[config.mk]
export PLATFORM = sky130hd
export DESIGN_NAME = lidar_metadata_sequencer
export DESIGN_NICKNAME = d
export VERILOG_FILES = /design/src/rtl/lidar_metadata_sequencer.sv
export SDC_FILE = /design/constraint.sdc
export NUM_CORES = 1
export LEC_CHECK = 0
export ABC_AREA = 1
export CAP_MARGIN = 25
export CORE_AREA = 2 2 273 275
export CTS_CLUSTER_SIZE = 25
export DETAILED_ROUTE_END_ITERATION = 8
export DIE_AREA = 0 0 275 277
export HOLD_SLACK_MARGIN = 0.15
export MAX_ROUTING_LAYER = met4
export SLEW_MARGIN = 30
export SYNTH_ARGS = -nofsm -noshare
export SYNTH_HDL_FRONTEND = slang
export SYNTH_SLANG_ARGS = --single-unit
[constraint.sdc]
create_clock -name clk -period 1.31 [get_ports clk]
set_input_delay 0.262 -clock clk [delete_from_list [all_inputs] [get_ports clk]]
set_output_delay 0.262 -clock clk [all_outputs]
set_load 0.01 [all_outputs]
[src/rtl/lidar_metadata_sequencer.sv]
// Pairs each accepted bitstream word with its header length and hands the top metadata field downstream.
// Optional statistics counters are built only when LIDAR_META_STATS_EN is defined.
module lidar_metadata_sequencer #(
   parameter int WORD_W      = 512,
   parameter int META_W      = 128,
   parameter int HDR_TIMEOUT = 16
) (
   input  logic              clk,
   input  logic              rst_n,
   input  logic              word_valid,
   output logic              word_ready,
   input  logic [WORD_W-1:0] word_data,
   input  logic              hdr_valid,
   input  logic [7:0]        hdr_length,
   output logic              meta_valid,
   input  logic              meta_ready,
   output logic [META_W-1:0] meta_data,
   output logic [7:0]        meta_hdr_len,
   output logic              err_hdr_zero,
   output logic              err_timeout,
   output logic [15:0]       frame_count,
   output logic [15:0]       drop_count
);

   localparam logic [1:0] ST_IDLE = 2'd0;
   localparam logic [1:0] ST_WAIT = 2'd1;
   localparam logic [1:0] ST_OUT  = 2'd2;

   localparam int              TMR_W   = (HDR_TIMEOUT > 2) ? $clog2(HDR_TIMEOUT) : 1;
   localparam logic [TMR_W-1:0] TMR_LAST = TMR_W'(HDR_TIMEOUT - 1);

   logic [1:0]        state_r;
   logic [1:0]        state_nxt_s;
   logic [TMR_W-1:0]  tmr_r;
   logic [TMR_W-1:0]  tmr_nxt_s;
   logic              capture_meta_s;
   logic              capture_hdr_s;
   logic              zero_err_s;
   logic              timeout_err_s;
   logic              frame_inc_s;
   logic              drop_inc_s;

   logic              word_ready_r;
   logic              meta_valid_r;
   logic [META_W-1:0] meta_data_r;
   logic [7:0]        meta_hdr_len_r;
   logic              err_hdr_zero_r;
   logic              err_timeout_r;

   // Only the metadata field of the word is consumed.
   logic unused_word_bits;
   assign unused_word_bits = ^word_data[WORD_W-META_W-1:0];

   // Next-state and event decode for the capture FSM.
   always_comb begin
      state_nxt_s    = state_r;
      tmr_nxt_s      = tmr_r;
      capture_meta_s = 1'b0;
      capture_hdr_s  = 1'b0;
      zero_err_s     = 1'b0;
      timeout_err_s  = 1'b0;
      frame_inc_s    = 1'b0;
      case (state_r)
         ST_IDLE: begin
            if (word_valid) begin
               capture_meta_s = 1'b1;
               if (hdr_valid) begin
                  if (hdr_length == 8'd0) begin
                     zero_err_s  = 1'b1;
                     state_nxt_s = ST_IDLE;
                  end else begin
                     capture_hdr_s = 1'b1;
                     state_nxt_s   = ST_OUT;
                  end
               end else begin
                  tmr_nxt_s   = {TMR_W{1'b0}};
                  state_nxt_s = ST_WAIT;
               end
            end else begin
               state_nxt_s = ST_IDLE;
            end
         end
         ST_WAIT: begin
            tmr_nxt_s = tmr_r + TMR_W'(1);
            // A header arriving on the final allowed cycle still wins.
            if (hdr_valid) begin
               if (hdr_length == 8'd0) begin
                  zero_err_s  = 1'b1;
                  state_nxt_s = ST_IDLE;
               end else begin
                  capture_hdr_s = 1'b1;
                  state_nxt_s   = ST_OUT;
               end
            end else if (tmr_r == TMR_LAST) begin
               timeout_err_s = 1'b1;
               state_nxt_s   = ST_IDLE;
            end else begin
               state_nxt_s = ST_WAIT;
            end
         end
         ST_OUT: begin
            if (meta_ready) begin
               frame_inc_s = 1'b1;
               state_nxt_s = ST_IDLE;
            end else begin
               state_nxt_s = ST_OUT;
            end
         end
         default: begin
            state_nxt_s = ST_IDLE;
         end
      endcase
   end

   assign drop_inc_s = zero_err_s | timeout_err_s;

   // State, timer and registered outputs; handshake flags are decoded from the next state.
   always_ff @(posedge clk) begin
      if (!rst_n) begin
         state_r        <= ST_IDLE;
         tmr_r          <= {TMR_W{1'b0}};
         word_ready_r   <= 1'b1;
         meta_valid_r   <= 1'b0;
         meta_data_r    <= {META_W{1'b0}};
         meta_hdr_len_r <= 8'd0;
         err_hdr_zero_r <= 1'b0;
         err_timeout_r  <= 1'b0;
      end else begin
         state_r        <= state_nxt_s;
         tmr_r          <= tmr_nxt_s;
         word_ready_r   <= (state_nxt_s == ST_IDLE);
         meta_valid_r   <= (state_nxt_s == ST_OUT);
         err_hdr_zero_r <= zero_err_s;
         err_timeout_r  <= timeout_err_s;
         if (capture_meta_s) begin
            meta_data_r <= word_data[WORD_W-1 -: META_W];
         end
         if (capture_hdr_s) begin
            meta_hdr_len_r <= hdr_length;
         end
      end
   end

   assign word_ready   = word_ready_r;
   assign meta_valid   = meta_valid_r;
   assign meta_data    = meta_data_r;
   assign meta_hdr_len = meta_hdr_len_r;
   assign err_hdr_zero = err_hdr_zero_r;
   assign err_timeout  = err_timeout_r;

`ifdef LIDAR_META_STATS_EN
   logic [15:0] frame_count_r;
   logic [15:0] drop_count_r;

   // Handshake and drop counters, modulo 2^16.
   always_ff @(posedge clk) begin
      if (!rst_n) begin
         frame_count_r <= 16'd0;
         drop_count_r  <= 16'd0;
      end else begin
         if (frame_inc_s) begin
            frame_count_r <= frame_count_r + 16'd1;
         end
         if (drop_inc_s) begin
            drop_count_r <= drop_count_r + 16'd1;
         end
      end
   end

   assign frame_count = frame_count_r;
   assign drop_count  = drop_count_r;
`else
   logic unused_stats;
   assign unused_stats = frame_inc_s ^ drop_inc_s;
   assign frame_count  = 16'h0000;
   assign drop_count   = 16'h0000;
`endif

endmodule

==> impl_metrics.ini, run 1 <==
[run_status]
outcome = completed

[clocking]
cts_max_level = 4
clock_sink_count = 146
cts_buffer_depth = 2
clock_tree.root_cell = sky130_fd_sc_hd__clkbuf_16
tritoncts.num_buffers = 17
clk_latency_ns = 0.49
cts.clk_slew.worst_paths_ns = 0.07
tritoncts_clock_tree = done

[yosys]
seq_area_frac_synth_pct = 53.5
yosys-top-cells-area = sky130_fd_sc_hd__dfxtp_1 54%, sky130_fd_sc_hd__nor2_1 18%, sky130_fd_sc_hd__o21ai_0 12%
synth_compound_area_share_pct = 13.7
synth_largest_area_cell = sky130_fd_sc_hd__dfxtp_1
synthesis.instances = 689
synth_common_cells = 258 x sky130_fd_sc_hd__nor2_1, 146 x sky130_fd_sc_hd__dfxtp_1, 128 x sky130_fd_sc_hd__o21ai_0
synth-adder-area-share_pct = 0.229
synth_warnings = 0
synthesis.area_um2 = 5460
synth-seq-cells = 146
synth.mux.area_fraction_pct = 0
asyncSetResetFlopFracSynth_pct = 0
post-synth-top-area-fraction_pct = 53.5
most_numerous_cell_in_the_yosys_netlist = sky130_fd_sc_hd__nor2_1
synth-edff-count = 0
avgSynthCellArea_um2 = 7.92
synth_cell_type_count = 23
synthesized_area_fraction_occupied_by_and_or_nand_nor_cells_pct = 21.7
synth-xor-area-share_pct = 0
yosys_most_used_dff = sky130_fd_sc_hd__dfxtp_1
largest_family_of_logic_cells_by_synthesized_area = simple AND/OR/NAND/NOR gates

[grt]
first_pass_grt_wire_length_mm = 34.2
grt_remaining_overflow = 0
pin_count_of_the_biggest_net_entering_global_routing = 41
antenna_found_initial = 8
grt_usage_pct = 6.60
grt_pass1_vias = 5146

[cells_and_area]
area.growth.synth_to_final_pct = 81.4
multi_input_logic_area_um2 = 2150
finalNetCount = 1518
final_layout_size_suffix_gt1_share_pct = 30.0
post-route-cell-area_um2 = 9910
post_layout_nonfiller_instances = 1978
fillerInstances = 8508
final_core_util_pct = 13.5
layout.area.seq_um2 = 2990

[worst_setup_path]
worst-r2r-setup-slack_ns = 0.06
cp_data_arrival_time_ns = 1.62
crit_top_cell = sky130_fd_sc_hd__buf_12
cp_top_family = flip-flops
start_kind = flop
critical-path-max-stage-delay_ns = 0.34
setup.worst_path.end_class = flop
rr_worst_depth = 6
worstPathMaxFanout = 34
timing.rr.end = meta_data[34]
critical_path_buf_inv_count = 2
slowest_stage = sky130_fd_sc_hd__dfxtp_2
crit_chain = nor2_4 > nand2_4 > buf_12 > buf_12 > o21ai_0 > nor2_1
critical_path_required_ns = 1.68
crit-reg2reg-launch = state_r[1]
crit_type = reg2reg

[timing]
min_period_over_period_pct = 95.4
maximum_achievable_frequency_mhz = 800
clock-skew-final_ns = 0.0224
final.hold.worst_slack_ns = 0.372
timing.final.crit_period_ns = 1.25
setup_ws_final_ns = 0.0603
finalSetupViolations = 0
drv_slew = 0
finalHoldViolCount = 0
grt_setup_unrepaired = true

[pwr]
power_density_nw_per_um2 = 1290
leakage_nw = 4.07
vdd_ir_drop_max_mv = 0.826

[placement]
post-place-ws_ns = -0.388
globalplace.congestion = 0.741
place_hpwl_mm = 17.9
numPortBuffers = 280
placedInstanceArea_um2 = 9500
numPlacedInstances = 1931

[die]
chipHeight_um = 277
start_util_pct = 7.42
die_area_um2 = 76200
die_width_um = 275
core.rowCount = 100
io_pins = 697
area_of_the_core_um2 = 73600

[drt]
number_of_remaining_drc_errors = 0
drt.antenna.violating_nets = 0
detailed_route_vias_per_instance = 2.79
routed_wirelength_mm = 25.0
wire_length_per_cell_um = 12.7
detail_route.iter0.violations = 191
dr_total_vias = 5523
detail_route.first_pass.iterations = 4

[flow_run]
cap_violations = 0

[min_path]
worst_hold_startpoint = word_data[463]
hold_path_class = in2reg
hold_path_end = meta_data[79]
worstHoldPathCells = 3
==> per-stage QoR <==
step	setup TNS (ns)	total power [mW]
final	0	12.7
after global routing	-0.401	13.5
after CTS	0	13.0
after detailed placement	-45.51	7.78
after global placement	-42.50	7.77
after floorplan	0	6.21
==> placed cells by master, fill, tap and decap left out, drive strengths merged, types with 16 or more instances in the layout <==
cell	synthesis	layout
buf	50	184
inv	14	23
nand3	16	16
clkdlybuf4s50	0	139
o21ai	131	131
nor2	260	260
dfxtp	146	146
clkbuf	26	21
nand2	22	22
conb	1	32
==> registers in the layout, summed over array words and instances, names as in the netlist <==
name,flops
meta_data,128
meta_hdr_len,8
tmr_r,4
state_r,2
err_hdr_zero,1
err_timeout,1
meta_valid,1
word_ready,1
==> worst max path at each step <==
stage             startpoint              end  slack, ns  cells after the start
4_1_cts        meta_data[93]    meta_data[93]      0.001                      1
3_5_place_dp      word_valid    meta_data[22]      -0.39                      7
5_1_grt           state_r[1]    meta_data[10]      -0.03                      6
2_1_floorplan     state_r[1]  meta_hdr_len[0]       0.21                      7
6_report          state_r[1]    meta_data[34]       0.06                      6
3_3_place_gp      word_valid    meta_data[22]      -0.35                      7
==> timing repair <==
action,in CTS,in global routing
resized for setup,657,79
pin swaps,0,1
buffers inserted,1,0
gates cloned,4,5
endpoints found under the hold margin,2,0
hold buffers,1,0
endpoints found under the setup margin,254,91
==> report_power, final <==
part           switching (mW)  leakage (nW)  internal, mW
combinational            1.31          2.56          1.25
sequential              0.188          1.23          4.86
clock                    2.42         0.282          2.70
total                    3.92          4.07          8.82
==> tightest hold or removal path: cells and delay by family <==
family | cells | cell delay [ns]
AOI/OAI and AO/OA | 1 | 0.13
and+or+nand+nor | 1 | 0.04
buffers and inverters | 1 | 0.40
==> routing by layer <==
metal / vias up / global-route usage, % / wire length (um)
met2: 241 / 9.41 / 10800
met3: 21 / 2.69 / 2150
met5: - / - / 0
met4: 0 / 2.87 / 433
met1: 2498 / 8.11 / 11700
li1: 2763 / - / -
==> cells by family after synthesis <==
| kind of cell | count (synthesis) |
|---|---|
| buffers and inverters | 90 |
| AO/OA/AOI/OAI | 148 |
| adder cells (fa/ha/maj) | 1 |
| flip-flops | 146 |
| AND/OR/NAND/NOR | 303 |
| other | 1 |
==> layout make-up <==
| class | count | share of cell area, % |
|---|---|---|
| multi-input cells | 484 | 21.7 |
| clock inverters | 15 | 1.68 |
| well taps | 969 | 12.2 |
| clock buffers | 17 | 4.29 |
| inverters | 14 | 0.821 |
| diodes | 4 | 0.101 |
| repair inverters | 1 | 0.164 |
| flip-flops and latches | 146 | 30.2 |
| repair buffers | 328 | 28.9 |
Note: power is estimated with default switching activity, not from simulation.
==> run 2: changes to the inputs <==
Settings changed: PLACE_DENSITY_LB_ADDON from default to 0.15.
==> run 2 against run 1 <==
Effect of this change: the run now ends with negative setup slack left; sequential share of layout area rose by 0.60 points; global-route usage rose by 0.78 points; design area shrank 2.2%; fmax shrank 7.5%; routed wire length rose by 14%; clock-buffer cell count is 4 higher; first-iteration DRC count fell by 2.1%; hold slack better by 0.017 ns; combinational power decreased by 4%; clock power is 6.8% higher; largest cell class unchanged; largest power group unchanged.
==> impl_metrics.ini, run 2 (same netlist as run 1, synthesis figures left out) <==
[cells_and_area]
final_core_util_pct = 13.2
fillerInstances = 8522
layout.cells.most_common_list = 258 x sky130_fd_sc_hd__nor2_1, 139 x sky130_fd_sc_hd__clkdlybuf4s50_1, 120 x sky130_fd_sc_hd__buf_2
area.growth.synth_to_final_pct = 77.4
final_layout_size_suffix_gt1_share_pct = 27.0
post_layout_nonfiller_instances = 1963
largest_reg_flops = 128
mostFrequentLayoutCell = sky130_fd_sc_hd__nor2_1
finalNetCount = 1503

[drt]
number_of_remaining_drc_errors = 0
wire_length_per_cell_um = 14.5
dr_total_vias = 5441
routed_wirelength_mm = 28.5
detail_route.first_pass.iterations = 4
drt.antenna.violating_nets = 0
detailed_route_vias_per_instance = 2.77
detail_route.iter0.violations = 187

[timing]
tns_ns = -0.109
timing.final.crit_period_ns = 1.35
drv_slew = 0
clock-skew-final_ns = 0.0113
finalSetupViolations = 7
final.hold.worst_slack_ns = 0.389
maximum_achievable_frequency_mhz = 740
min_period_over_period_pct = 103
setup_ws_final_ns = -0.0405
finalHoldViolCount = 0
grt_setup_unrepaired = true

[die]
die_area_um2 = 76200
chipHeight_um = 277
io_pins = 697
start_util_pct = 7.42
area_of_the_core_um2 = 73600
die_width_um = 275
core.rowCount = 100

[clocking]
clk_latency_ns = 0.48
tritoncts.num_buffers = 17
tritoncts_clock_tree = done
cts_max_level = 4
clock_tree.root_cell = sky130_fd_sc_hd__clkbuf_16
clock_sink_count = 146
cts_buffer_depth = 2
cts.clk_slew.worst_paths_ns = 0.07

[placement]
place_hpwl_mm = 20.4
post-place-ws_ns = -0.627
globalplace.congestion = 0.682
numPlacedInstances = 1921
numPortBuffers = 280

[pwr]
power_density_nw_per_um2 = 1340
vdd_ir_drop_max_mv = 0.811
leakage_nw = 3.97

[worst_setup_path]
critical_path_required_ns = 1.68
start_kind = flop
setup.worst_path.end_class = flop
worstPathMaxFanout = 58
crit_type = reg2reg
slowest_stage = sky130_fd_sc_hd__dfxtp_1
critical-path-max-stage-delay_ns = 0.34
worst-r2r-setup-slack_ns = -0.04
cp_top_family = simple AND/OR/NAND/NOR gates
crit_chain = nor2_4 > nand2_8 > buf_12 > o21ai_1 > nor2_1
critical_path_buf_inv_count = 1
cp_data_arrival_time_ns = 1.72

[grt]
grt_usage_pct = 7.38
first_pass_grt_wire_length_mm = 38.7
grt_remaining_overflow = 0
antenna_found_initial = 3
grt_pass1_vias = 5471
pin_count_of_the_biggest_net_entering_global_routing = 59

[run_status]
violations = negative setup slack
outcome = complete, but fails checks

[min_path]
hold_path_class = in2reg

[flow_run]
cap_violations = 0
[run 2: cell count changes in the layout (fill, tap and decap cells not counted), sizes merged]
cell      before  now
bufinv         1    4
buf          184  171
clkinv         3    2
clkbuf        21   24
diode          4    6
clkinvlp       3    2
inv           23   15
[run 2: final timing paths]
path | from | to | cells past startpoint
setup / recovery | state_r[1] | meta_data[64] | 5
setup reg to reg | state_r[1] | meta_data[64] | 5
hold / removal | word_data[476] | meta_data[92] | 3
hold reg to reg | meta_hdr_len[1] | meta_hdr_len[1] | 2
[run 2: stage by stage]
| stage | instance area [um^2] | total power [mW] |
|---|---|---|
| after floorplan | 5580 | 6.21 |
| after global placement | 9440 | 7.83 |
| after detailed placement | 9440 | 7.83 |
| after CTS | 9490 | 13.3 |
| after global routing | 9680 | 13.8 |
| final | 9680 | 13.0 |
[run 2: layout make-up]
type                            count  area, um^2  share of cell area [%]
Sequential cell                   146        2980                    30.8
Inverter                           14        60.1                   0.620
Timing Repair Buffer              314        2660                    27.5
Antenna cell                        6        15.0                   0.155
Clock inverter                      9         154                    1.59
Multi-Input combinational cell    484        2130                    22.0
Tap cell                          969        1210                    12.5
Clock buffer                       21         470                    4.86
[run 2: worst register-to-register path, delay by kind of cell, from the launching register on]
kind / cells / cell delay (ns)
AND/OR/NAND/NOR: 3 / 0.36
flip-flops: 1 / 0.34
AO/OA/AOI/OAI: 1 / 0.33
buffers and inverters: 1 / 0.20
[run 2: per-layer routing]
metal / track usage [%] / wire length [um] / vias up
met5: - / 0 / -
li1: - / - / 2735
met1: 9.32 / 13600 / 2471
met3: 3.75 / 2680 / 16
met2: 10.1 / 11900 / 219
met4: 2.25 / 320 / 0
[run 2: where the power goes]
group / total [mW] / switching [mW] / leakage [nW] / internal [mW]
Combinational: 2.45 / 1.30 / 2.45 / 1.14
Sequential: 5.06 / 0.200 / 1.22 / 4.86
Clock: 5.47 / 2.16 / 0.301 / 3.31
[run 2: timing repair]
action / 4_1_cts / 5_1_grt
hold buffers: 1 / 0
hold endpoints to repair: 4 / 0
cloned: 0 / 4
setup endpoints to repair: 249 / 148
pin swaps: 1 / 1
resized for setup: 643 / 43
buffers inserted: 0 / 1
==> run 3: changes to the inputs <==
Settings changed: TNS_END_PERCENT from default to 100.
==> results of run 3 <==
Same layout as run 2: the final DEF is identical, and so are final timing and power.
